File: src/rtl/trng_vn_collector_if.sv
// Request/response bundle between an initiator and the TRNG collector core.
// Ports: req_valid/req_ready/req_busy (request side), res_valid/res_ready (result side),
//        rnd_out (N-bit random word) and health_fail (repetition-count failure flag).
interface trng_vn_collector_if #(
  parameter int N = 128
);
  logic         req_valid;
  logic         req_ready;
  logic         req_busy;
  logic         res_valid;
  logic         res_ready;
  logic [N-1:0] rnd_out;
  logic         health_fail;

  modport master (
    output req_valid, res_ready,
    input  req_ready, req_busy, res_valid, rnd_out, health_fail
  );

  modport slave (
    input  req_valid, res_ready,
    output req_ready, req_busy, res_valid, rnd_out, health_fail
  );
endinterface

File: src/rtl/trng_vn_collector.sv
// TRNG collector: synchronises a raw entropy bit, debiases it with a von Neumann extractor
// and assembles an N-bit word delivered over the req/res handshake, with a repetition-count test.
// Ports: clk, rst (sync, active-high), raw_bit (async entropy in), bus (slave side of the handshake).
module trng_vn_collector #(
  parameter int N         = 128,
  parameter int DIV       = 4,
  parameter int RCT_LIMIT = 32
) (
  input  logic                 clk,
  input  logic                 rst,
  input  logic                 raw_bit,
  trng_vn_collector_if.slave   bus
);

  localparam int DW = (DIV > 1) ? $clog2(DIV) : 1;
  localparam int CW = $clog2(N + 1);
  localparam int RW = $clog2(RCT_LIMIT + 1);

  typedef enum logic [1:0] {IDLE, COLLECT, DONE} state_t;

  state_t        state;
  logic          sync1, sync2;
  logic [DW-1:0] div;
  logic [CW-1:0] cnt;
  logic [RW-1:0] rct_cnt;
  logic          rct_prev;
  logic          have_sample;   // RCT has a previous sample to compare against
  logic          pair_half;     // first bit of the current pair is held in pair_a
  logic          pair_a;
  logic [N-1:0]  sh;

  logic          strobe;
  logic [RW-1:0] rct_next;
  logic          rct_trip;
  logic          vn_emit;
  logic [N-1:0]  sh_next;

  assign strobe   = (state == COLLECT) && (div == DW'(DIV - 1));
  assign rct_next = (have_sample && (sync2 == rct_prev)) ? rct_cnt + RW'(1) : RW'(1);
  assign rct_trip = strobe && (rct_next == RW'(RCT_LIMIT));
  // Second half of a pair with differing bits: "10" emits 1, "01" emits 0, i.e. the first bit.
  assign vn_emit  = strobe && pair_half && (pair_a != sync2);
  assign sh_next  = {sh[N-2:0], pair_a};

  always_ff @(posedge clk) begin
    if (rst) begin
      state           <= IDLE;
      sync1           <= 1'b0;
      sync2           <= 1'b0;
      div             <= '0;
      cnt             <= '0;
      rct_cnt         <= '0;
      rct_prev        <= 1'b0;
      have_sample     <= 1'b0;
      pair_half       <= 1'b0;
      pair_a          <= 1'b0;
      sh              <= '0;
      bus.req_ready   <= 1'b0;
      bus.req_busy    <= 1'b0;
      bus.res_valid   <= 1'b0;
      bus.rnd_out     <= '0;
      bus.health_fail <= 1'b0;
    end else begin
      sync1 <= raw_bit;
      sync2 <= sync1;
      case (state)
        IDLE: begin
          bus.req_ready <= 1'b1;
          if (bus.req_valid && bus.req_ready) begin
            state           <= COLLECT;
            bus.req_ready   <= 1'b0;
            bus.req_busy    <= 1'b1;
            bus.health_fail <= 1'b0;
            cnt             <= '0;
            div             <= '0;
            rct_cnt         <= '0;
            have_sample     <= 1'b0;
            pair_half       <= 1'b0;
            sh              <= '0;
          end
        end
        COLLECT: begin
          div <= (div == DW'(DIV - 1)) ? '0 : div + DW'(1);
          if (strobe) begin
            rct_prev    <= sync2;
            have_sample <= 1'b1;
            rct_cnt     <= rct_next;
            pair_half   <= ~pair_half;
            pair_a      <= sync2;
            if (rct_trip) begin
              // Health failure discards the partial word.
              state           <= DONE;
              bus.res_valid   <= 1'b1;
              bus.health_fail <= 1'b1;
              bus.rnd_out     <= '0;
            end else if (vn_emit) begin
              sh  <= sh_next;
              cnt <= cnt + CW'(1);
              if (cnt == CW'(N - 1)) begin
                state         <= DONE;
                bus.res_valid <= 1'b1;
                bus.rnd_out   <= sh_next;
              end
            end
          end
        end
        DONE: begin
          if (bus.res_valid && bus.res_ready) begin
            state         <= IDLE;
            bus.res_valid <= 1'b0;
            bus.req_busy  <= 1'b0;
            bus.req_ready <= 1'b1;
          end
        end
        default: state <= IDLE;
      endcase
    end
  end

endmodule
File: src/flat_wrapper.sv
// flat-port wrapper written by rule: the top's interface ports become plain ports
module trng_vn_collector_flat 
#(
  parameter int N         = 128,
  parameter int DIV       = 4,
  parameter int RCT_LIMIT = 32
)
  (clk, rst, raw_bit, bus_req_valid, bus_res_ready, bus_req_ready, bus_req_busy, bus_res_valid, bus_rnd_out, bus_health_fail);
  trng_vn_collector_if #(.N(N)) bus_i ();
  input  logic clk;
  input  logic rst;
  input  logic raw_bit;
  input wire logic [$bits(bus_i.req_valid)-1:0] bus_req_valid;
  input wire logic [$bits(bus_i.res_ready)-1:0] bus_res_ready;
  output wire logic [$bits(bus_i.req_ready)-1:0] bus_req_ready;
  output wire logic [$bits(bus_i.req_busy)-1:0] bus_req_busy;
  output wire logic [$bits(bus_i.res_valid)-1:0] bus_res_valid;
  output wire logic [$bits(bus_i.rnd_out)-1:0] bus_rnd_out;
  output wire logic [$bits(bus_i.health_fail)-1:0] bus_health_fail;
  assign bus_i.req_valid = bus_req_valid;
  assign bus_i.res_ready = bus_res_ready;
  assign bus_req_ready = bus_i.req_ready;
  assign bus_req_busy = bus_i.req_busy;
  assign bus_res_valid = bus_i.res_valid;
  assign bus_rnd_out = bus_i.rnd_out;
  assign bus_health_fail = bus_i.health_fail;
  trng_vn_collector #(.N(N), .DIV(DIV), .RCT_LIMIT(RCT_LIMIT)) u_core (.clk(clk), .rst(rst), .raw_bit(raw_bit), .bus(bus_i));
endmodule
File: config.mk
export PLATFORM = sky130hd
export DESIGN_NAME = trng_vn_collector_flat
export DESIGN_NICKNAME = d
export VERILOG_FILES = /design/src/rtl/trng_vn_collector_if.sv /design/src/rtl/trng_vn_collector.sv /design/src/flat_wrapper.sv
export SDC_FILE = /design/constraint.sdc
export NUM_CORES = 1
export LEC_CHECK = 0
export ABC_AREA = 1
export CAP_MARGIN = 20
export CELL_PAD_IN_SITES_DETAIL_PLACEMENT = 0
export CELL_PAD_IN_SITES_GLOBAL_PLACEMENT = 1
export CORE_MARGIN = 10
export CORE_UTILIZATION = 37
export DETAILED_ROUTE_END_ITERATION = 12
export GPL_ROUTABILITY_DRIVEN = 0
export HOLD_SLACK_MARGIN = 0.1
export PLACE_DENSITY_LB_ADDON = 0.1
export SLEW_MARGIN = 20
export SYNTH_ARGS = -nofsm -noshare
export SYNTH_HDL_FRONTEND = slang
export SYNTH_SLANG_ARGS = --single-unit
File: constraint.sdc
create_clock -name clk -period 1.9 [get_ports clk]
set_clock_uncertainty 0.05 [all_clocks]
set_input_delay 0.285 -clock clk [delete_from_list [all_inputs] [get_ports clk]]
set_output_delay 0.285 -clock clk [all_outputs]
set_load 0.1 [all_outputs]
==> results of run 1 <==
==> state kept, by name, summed over array words and instances (netlist names), 2 cells and up <==
name / flops
u_core.bus.rnd_out: 128
u_core.div: 2
u_core.cnt: 8
u_core.state: 2
u_core.sh: 127
u_core.rct_cnt: 6
==> metrics by stage <==
stage,hold slack [ps],instances,utilization (%)
after CTS,106.0,1874,48.08
after floorplan,338.3,1333,-
after global routing,141.2,1900,51.14
after detailed placement,360.0,1790,42.69
after global placement,356.9,1790,42.69
final,134.5,1900,51.14
==> final cells by class <==
cell class              instances  area, µm²  area share (%)
flip-flops and latches        282       5660           38.56
multi-input cells             905       4624           31.51
repair buffers                241       2736           18.64
clock buffers                  49      943.4           6.427
well taps                     384      480.5           3.273
inverters                      31      142.6          0.9718
clock inverters                 8      90.09          0.6138
==> final timing paths <==
check | from | end | cells past startpoint
setup / recovery | u_core.state[1] | u_core.cnt[7] | 13
hold / removal | rst | u_core.cnt[3] | 5
setup reg to reg | u_core.state[1] | u_core.cnt[7] | 13
hold reg to reg | u_core.sync1 | u_core.sync2 | 2
==> worst reg2reg max path: cells and delay by family (launching register included) <==
kind,cells,cell delay (ps)
buffers and inverters,5,540
DFF,1,330
xor gates and xnor gates,1,120
and+or+nand+nor,5,470
AOI/OAI and AO/OA,1,160
adders and majority gates,1,160
==> logic make-up (layout without fill, tap and decap cells) <==
| group | after synthesis | count (layout) |
|---|---|---|
| adders and majority gates | 7 | 7 |
| AOI/OAI and AO/OA | 420 | 420 |
| xor gates and xnor gates | 2 | 2 |
| buffers and inverters | 146 | 329 |
| and+or+nand+nor | 476 | 476 |
| DFF | 282 | 282 |
==> what timing repair did <==
item,CTS,global route
gates cloned,7,25
endpoints found under the setup margin,261,266
buffers inserted,20,2
pin swaps,11,27
hold buffers,0,0
resized for setup,74,119
==> power groups by stage <==
stage | registers (mW) | clock network (mW) | logic (mW)
after floorplan | 6.34 | 0 | 2.36
after global placement | 6.17 | 0 | 3.90
after detailed placement | 6.17 | 0 | 3.86
after CTS | 6.05 | 6.21 | 4.53
after global routing | 6.06 | 6.46 | 6.79
final | 6.06 | 6.06 | 6.43
==> layer usage <==
metal,part of all wire [%],global-route usage (%),up-vias,routed length (µm)
met1,47,22.10,4593,16150
met5,0.038,0,-,13
met3,4.7,3.365,34,1613
met2,47,25.97,175,15920
met4,1.0,2.998,2,354
li1,-,-,4847,-
==> placed cells by master (no fill, tap or decap), types with 5 or more instances in the layout <==
cell and n:
o21ai_0 93, nand2_1 156, a21oi_2 5, buf_4 174
o21ai_2 38, buf_16 14, buf_12 18, clkbuf_1 8
dfxtp_2 6, nand2_4 6, o21ai_1 133, dfxtp_1 274
nor2_1 148, nand4_1 5, nor2_2 10, a21oi_1 139
clkinv_2 6, inv_1 22, clkbuf_8 10, clkbuf_16 50
buf_6 9, nand3_1 137
==> impl_metrics.prom, run 1 <==
# TYPE chip_impl_metric gauge
chip_impl_info{name="outcome",value="finished with violations"} 1
chip_impl_info{name="failed_checks",value="setup timing"} 1
chip_impl_metric{name="die_width",unit="µm"} 190.4
chip_impl_metric{name="placementRows",unit=""} 62
chip_impl_metric{name="synth-compound-area-share",unit="%"} 19.89
chip_impl_metric{name="drt_pass1_iterations",unit=""} 5
chip_impl_metric{name="period_minus_slack",unit="ps"} 1916
chip_impl_info{name="synth.area.top_cells",value="dfxtp_1 (53%), o21ai_0 (7.9%), a21oi_1 (6.7%)"} 1
chip_impl_metric{name="placed_cell_area",unit="µm²"} 12250
chip_impl_metric{name="finalSetupViolations",unit=""} 6
chip_impl_info{name="criticalPathCategory",value="reg -> reg"} 1
chip_impl_metric{name="synth_warnings",unit=""} 0
chip_impl_metric{name="cts_num_sinks",unit=""} 282
chip_impl_metric{name="core_region_area",unit="µm²"} 28700
chip_impl_metric{name="synth_enable_flop_cells",unit=""} 0
chip_impl_metric{name="crit_buf_inv",unit=""} 5
chip_impl_info{name="holdCritPathClass",value="in -> reg"} 1
chip_impl_metric{name="postSynthCellCount",unit=""} 1333
chip_impl_metric{name="maxCapViolCount",unit=""} 0
chip_impl_info{name="cts_root_buf",value="clkbuf_16"} 1
chip_impl_metric{name="first_global_vias",unit=""} 9184
chip_impl_metric{name="sw_frac_of_total",unit="%"} 33.20
chip_impl_metric{name="ratio_of_final_minimum_period_to_clock_period",unit="%"} 100.9
chip_impl_metric{name="post_route_cells_drive_above_1_share",unit="%"} 25.20
chip_impl_info{name="worst_setup_path_start_kind",value="flop"} 1
chip_impl_metric{name="fin_ws",unit="ps"} -16.46
chip_impl_metric{name="numCtsBuffers",unit=""} 31
chip_impl_info{name="synthFlopType",value="dfxtp_1"} 1
chip_impl_metric{name="leakagePower",unit="nW"} 5.966
chip_impl_metric{name="h-tree-depth",unit=""} 1
chip_impl_metric{name="final-hold-violation-count",unit=""} 0
chip_impl_metric{name="clk-insertion-delay-late",unit="ps"} 550
chip_impl_metric{name="syn_to_final_growth",unit="%"} 36.66
chip_impl_metric{name="detail_route.wl_per_cell",unit="µm"} 17.92
chip_impl_metric{name="worst-endpoint-required",unit="ps"} 2300
chip_impl_metric{name="die-area",unit="µm²"} 36240
chip_impl_metric{name="postSynthAreaPerCell",unit="µm²"} 8.057
chip_impl_info{name="synth_area_leader_cell",value="dfxtp_1"} 1
chip_impl_info{name="rsz0062_at_grt",value="true"} 1
chip_impl_metric{name="max-vdd-ir-drop",unit="mV"} 0.8001
chip_impl_metric{name="grt_max_degree",unit=""} 84
chip_impl_info{name="timing.critical_path.cells",value="inv_4 -> ha_4 -> buf_4 -> inv_4 -> a21oi_4 -> nand2_4 -> nor2_8 -> buf_12 -> buf_4 -> nand2_1 -> nor2_2 -> xnor2_1 -> nor2_1"} 1
chip_impl_info{name="cts_tree",value="yes"} 1
chip_impl_metric{name="worst_path_largest_cell_delay",unit="ps"} 330
chip_impl_metric{name="track_usage",unit="%"} 16.18
chip_impl_metric{name="mux_contribution_to_synthesized_area",unit="%"} 0
chip_impl_metric{name="synth-async-reset-ratio",unit="%"} 0
chip_impl_metric{name="grt_remaining_overflow",unit=""} 0
chip_impl_info{name="worst_path_max_delay_cell",value="dfxtp_2"} 1
chip_impl_metric{name="n_fill_cell",unit=""} 2811
chip_impl_metric{name="detailedPlacementHpwl",unit="µm"} 17530
chip_impl_metric{name="synth-seq-area-share",unit="%"} 52.56
chip_impl_metric{name="antennaDiodeCount",unit=""} 0
chip_impl_metric{name="timing_worst_slew_pin_value",unit="ps"} 852.1
chip_impl_metric{name="synth_seq_cells",unit=""} 282
chip_impl_metric{name="post_synth_xor_xnor_area",unit="%"} 0.1631
chip_impl_metric{name="pre_cts_ws",unit="ps"} -155.0
chip_impl_info{name="category_of_the_worst_setup_path_capture_point",value="flop"} 1
chip_impl_metric{name="maxSlewViolCount",unit=""} 0
chip_impl_metric{name="pin_count",unit=""} 137
chip_impl_metric{name="final_nets",unit=""} 1504
chip_impl_metric{name="slew_limit_headroom",unit="%"} 43.20
chip_impl_metric{name="share_comb_of_total_power",unit="%"} 34.7
chip_impl_metric{name="cts-root-to-sink-buffers",unit=""} 3
chip_impl_metric{name="synth_fa_ha_area_share",unit="%"} 0.8155
chip_impl_metric{name="via_count",unit=""} 9651
chip_impl_metric{name="antenna_left",unit=""} 0
chip_impl_metric{name="arrival_time_of_data_at_the_critical_path_endpoint",unit="ps"} 2320
chip_impl_info{name="crit_family",value="buffers and inverters"} 1
chip_impl_metric{name="drtIter0Drc",unit=""} 703
chip_impl_metric{name="synth_simple_gate_area_share",unit="%"} 19.30
chip_impl_metric{name="crit_path_max_fanout",unit=""} 4
chip_impl_metric{name="report.power.total",unit="mW"} 18.55
chip_impl_metric{name="summed_area_of_non_filler_cells_in_the_final_layout",unit="µm²"} 14680
chip_impl_metric{name="yosysTopAreaCellShare",unit="%"} 52.56
chip_impl_info{name="synth_most_common_cell",value="dfxtp_1"} 1
chip_impl_metric{name="final_layout_setup_total_negative_slack",unit="ps"} -47.17
chip_impl_metric{name="power_per_cell_area",unit="nW/µm²"} 1264
chip_impl_metric{name="synth_fp_nets",unit=""} 1345
chip_impl_metric{name="io_buffer_count",unit=""} 136
chip_impl_metric{name="p_seq_share",unit="%"} 32.7
chip_impl_info{name="main_combinational_cell_family_by_area_after_synthesis",value="compound AO/OA/AOI/OAI gates"} 1
chip_impl_info{name="synth_top_cells_by_count",value="dfxtp_1 (282), o21ai_0 (170), nand2_1 (160)"} 1
chip_impl_metric{name="start_util",unit="%"} 37.42
chip_impl_metric{name="syn_area",unit="µm²"} 10740
chip_impl_metric{name="drc",unit=""} 0
chip_impl_metric{name="cts.reportedPaths.clkPinSlew",unit="ps"} 60
chip_impl_metric{name="share_clk_of_total_power",unit="%"} 32.7
chip_impl_metric{name="antenna_found_initial",unit=""} 1
chip_impl_metric{name="max_clock_freq",unit="GHz"} 0.5218
chip_impl_metric{name="p_int",unit="mW"} 12.39
chip_impl_metric{name="r2r_slack",unit="ps"} -20
chip_impl_metric{name="power.net_switching",unit="mW"} 6.159
chip_impl_metric{name="routed_wl",unit="µm"} 34050
chip_impl_metric{name="vias_per_cell",unit=""} 5.079
chip_impl_metric{name="chipHeight",unit="µm"} 190.4
chip_impl_metric{name="grt_pass1_wl",unit="µm"} 49630
chip_impl_metric{name="synthDistinctLibCells",unit=""} 36
Power figures use the tool's default switching activity.
==> run 2: changes to the inputs <==
CORE_ASPECT_RATIO = 1.25   (was unset)
CORE_MARGIN = unset   (was 10)
==> run 2 against run 1 <==
Largest cell class unchanged. Clock power fell by 8.6%. Routed wire length is 12% lower. Total power fell by 7.4%. The flow still finishes with violations (setup timing). Critical path depth is 3 lower. Fmax is 2.1% lower. Flip-flop and latch count did not move. Combinational power decreased by 13%. Via count is 1.1% lower. Clock-buffer cell count decreased by 6. Highest routed layer is now met4. Critical endpoint is now u_core.bus.rnd_out[89].
==> impl_metrics.prom, run 2 (synthesis results as in run 1) <==
# TYPE chip_impl_metric gauge
chip_impl_metric{name="track_usage",unit="%"} 18.30
chip_impl_metric{name="final-hold-violation-count",unit=""} 0
chip_impl_info{name="holdCritPathClass",value="in -> reg"} 1
chip_impl_metric{name="antenna_found_initial",unit=""} 0
chip_impl_metric{name="first_global_vias",unit=""} 8934
chip_impl_metric{name="cts.reportedPaths.clkPinSlew",unit="ps"} 60
chip_impl_info{name="final_cell_mix",value="dfxtp_1 (272), buf_4 (174), nand2_1 (157), nor2_1 (148), a21oi_1 (140)"} 1
chip_impl_metric{name="chipHeight",unit="µm"} 192.5
chip_impl_metric{name="power_per_cell_area",unit="nW/µm²"} 1169
chip_impl_metric{name="ratio_of_final_minimum_period_to_clock_period",unit="%"} 103.1
chip_impl_metric{name="drc",unit=""} 0
chip_impl_metric{name="worst_path_largest_cell_delay",unit="ps"} 350
chip_impl_metric{name="n_fill_cell",unit=""} 2714
chip_impl_metric{name="grt_max_degree",unit=""} 82
chip_impl_metric{name="slew_limit_headroom",unit="%"} 42.72
chip_impl_metric{name="core_region_area",unit="µm²"} 28490
chip_impl_info{name="reg_top3",value="u_core.bus.rnd_out: 128 flops, u_core.sh: 127 flops, u_core.cnt: 8 flops"} 1
chip_impl_info{name="worst_path_max_delay_cell",value="dfxtp_4"} 1
chip_impl_metric{name="die_width",unit="µm"} 154.4
chip_impl_info{name="largest_register",value="u_core.bus.rnd_out"} 1
chip_impl_metric{name="report.power.total",unit="mW"} 17.18
chip_impl_metric{name="finalSetupViolations",unit=""} 97
chip_impl_metric{name="pre_cts_ws",unit="ps"} -190.4
chip_impl_metric{name="leakagePower",unit="nW"} 5.896
chip_impl_metric{name="start_util",unit="%"} 37.70
chip_impl_metric{name="detailedPlacementHpwl",unit="µm"} 15830
chip_impl_metric{name="numCtsBuffers",unit=""} 29
chip_impl_metric{name="vias_per_cell",unit=""} 5.124
chip_impl_metric{name="via_count",unit=""} 9546
chip_impl_metric{name="antenna_left",unit=""} 0
chip_impl_metric{name="cts-root-to-sink-buffers",unit=""} 3
chip_impl_info{name="failed_checks",value="setup timing"} 1
chip_impl_info{name="criticalPathCategory",value="reg -> reg"} 1
chip_impl_info{name="r2r_start",value="u_core.rct_cnt[0]"} 1
chip_impl_metric{name="timing_worst_slew_pin_value",unit="ps"} 859.2
chip_impl_metric{name="routed_wl",unit="µm"} 29930
chip_impl_info{name="crit_family",value="buffers and inverters"} 1
chip_impl_metric{name="period_minus_slack",unit="ps"} 1959
chip_impl_info{name="category_of_the_worst_setup_path_capture_point",value="flop"} 1
chip_impl_metric{name="max_clock_freq",unit="GHz"} 0.5106
chip_impl_metric{name="pin_count",unit=""} 137
chip_impl_metric{name="syn_to_final_growth",unit="%"} 36.80
chip_impl_metric{name="worst-endpoint-required",unit="ps"} 2280
chip_impl_info{name="cts_tree",value="yes"} 1
chip_impl_info{name="outcome",value="finished with violations"} 1
chip_impl_metric{name="cts_num_sinks",unit=""} 282
chip_impl_info{name="worst_setup_path_start_kind",value="flop"} 1
chip_impl_metric{name="maxSlewViolCount",unit=""} 0
chip_impl_info{name="rsz0062_at_grt",value="true"} 1
chip_impl_metric{name="placementRows",unit=""} 69
chip_impl_metric{name="grt_pass1_wl",unit="µm"} 44970
chip_impl_metric{name="post_route_cells_drive_above_1_share",unit="%"} 28.05
chip_impl_metric{name="finalCoreUtilization",unit="%"} 51.57
chip_impl_metric{name="grt_remaining_overflow",unit=""} 0
chip_impl_info{name="timing.critical_path.cells",value="ha_4 -> xnor2_1 -> nor2_4 -> nor2_4 -> nand3_4 -> buf_12 -> buf_12 -> buf_12 -> o21ai_1 -> nor2_1"} 1
chip_impl_metric{name="drt_pass1_iterations",unit=""} 7
chip_impl_metric{name="final_nets",unit=""} 1503
chip_impl_metric{name="crit_buf_inv",unit=""} 3
chip_impl_info{name="mostFrequentLayoutCell",value="dfxtp_1"} 1
chip_impl_metric{name="hold-worst-slack",unit="ps"} 155.8
chip_impl_metric{name="max-vdd-ir-drop",unit="mV"} 0.8579
chip_impl_metric{name="antennaDiodeCount",unit=""} 0
chip_impl_info{name="hold_wc_startpoint",value="rst"} 1
chip_impl_metric{name="die-area",unit="µm²"} 29720
chip_impl_info{name="startpoint",value="u_core.rct_cnt[0]"} 1
chip_impl_metric{name="detail_route.wl_per_cell",unit="µm"} 16.06
chip_impl_metric{name="final_layout_setup_total_negative_slack",unit="ps"} -1754
chip_impl_metric{name="fin_ws",unit="ps"} -58.55
chip_impl_metric{name="drtIter0Drc",unit=""} 501
chip_impl_metric{name="maxCapViolCount",unit=""} 0
chip_impl_metric{name="largest_register_ffs",unit=""} 128
chip_impl_info{name="critPathMostFrequentCell",value="buf_12"} 1
chip_impl_metric{name="h-tree-depth",unit=""} 1
chip_impl_info{name="cts_root_buf",value="clkbuf_16"} 1
chip_impl_metric{name="clk-insertion-delay-late",unit="ps"} 540
chip_impl_metric{name="io_buffer_count",unit=""} 136
chip_impl_metric{name="crit_path_max_fanout",unit=""} 16
chip_impl_metric{name="arrival_time_of_data_at_the_critical_path_endpoint",unit="ps"} 2340
## run 2: cell count changes in the layout (fill, tap and decap cells not counted), moves of 3 or more
cell | before | now
o21ai_1 | 133 | 123
clkbuf_8 | 10 | 7
clkbuf_16 | 50 | 46
o21ai_0 | 93 | 59
buf_16 | 14 | 10
nor2_2 | 10 | 4
nor2_4 | 2 | 8
clkinv_2 | 6 | 3
nand3_2 | 1 | 4
o21ai_2 | 38 | 81
buf_12 | 18 | 27
## run 2: worst register-to-register path: stages, from the launching register on
cell     delay, ps
dfxtp_4        350
ha_4           170
xnor2_1        240
nor2_4          80
nor2_4         170
nand3_4        150
buf_12         170
buf_12         150
buf_12         160
o21ai_1        100
nor2_1          60
## run 2: final cells by class
type | count | area (µm²) | share of cell area (%)
timing repair buffer | 241 | 2680 | 18.24
multi-input combinational | 906 | 4843 | 32.96
clock inverter | 5 | 53.80 | 0.3662
sequential | 282 | 5665 | 38.56
inverter | 31 | 136.4 | 0.9282
tap | 355 | 444.2 | 3.023
clock buffer | 43 | 869.6 | 5.918
## run 2: timing repair
action,4_1_cts,5_1_grt
gates cloned,4,17
gates resized for setup,64,210
pin swaps,10,49
setup buffers,14,12
hold buffers,0,0
endpoints found under the setup margin,261,265
## run 2: per-stage QoR
stage          instances  cell area (µm²)
3_3_place_gp        1768            12320
2_1_floorplan       1333            10740
4_1_cts             1834            13610
5_1_grt             1863            14690
3_5_place_dp        1768            12320
6_report            1863            14690
## run 2: final timing paths
check	end	slack (ps)	depth (start not counted)
hold / removal	u_core.cnt[3]	160	5
setup / recovery	u_core.bus.rnd_out[89]	-60	10
setup reg to reg	u_core.bus.rnd_out[89]	-60	10
hold reg to reg	u_core.sync2	370	2
## run 2: metal layers
metal | wire length [µm] | up-vias | track usage, %
met4 | 593 | 0 | 5.103
met2 | 14440 | 162 | 32.20
met3 | 947 | 36 | 2.223
met1 | 13950 | 4496 | 23.60
met5 | 0 | - | 0
li1 | - | 4852 | -
## run 2: power breakdown
part | internal, mW | switching (mW) | total (mW)
logic | 2.27 | 3.32 | 5.59
registers | 5.99 | 0.0610 | 6.05
clock network | 3.26 | 2.28 | 5.54
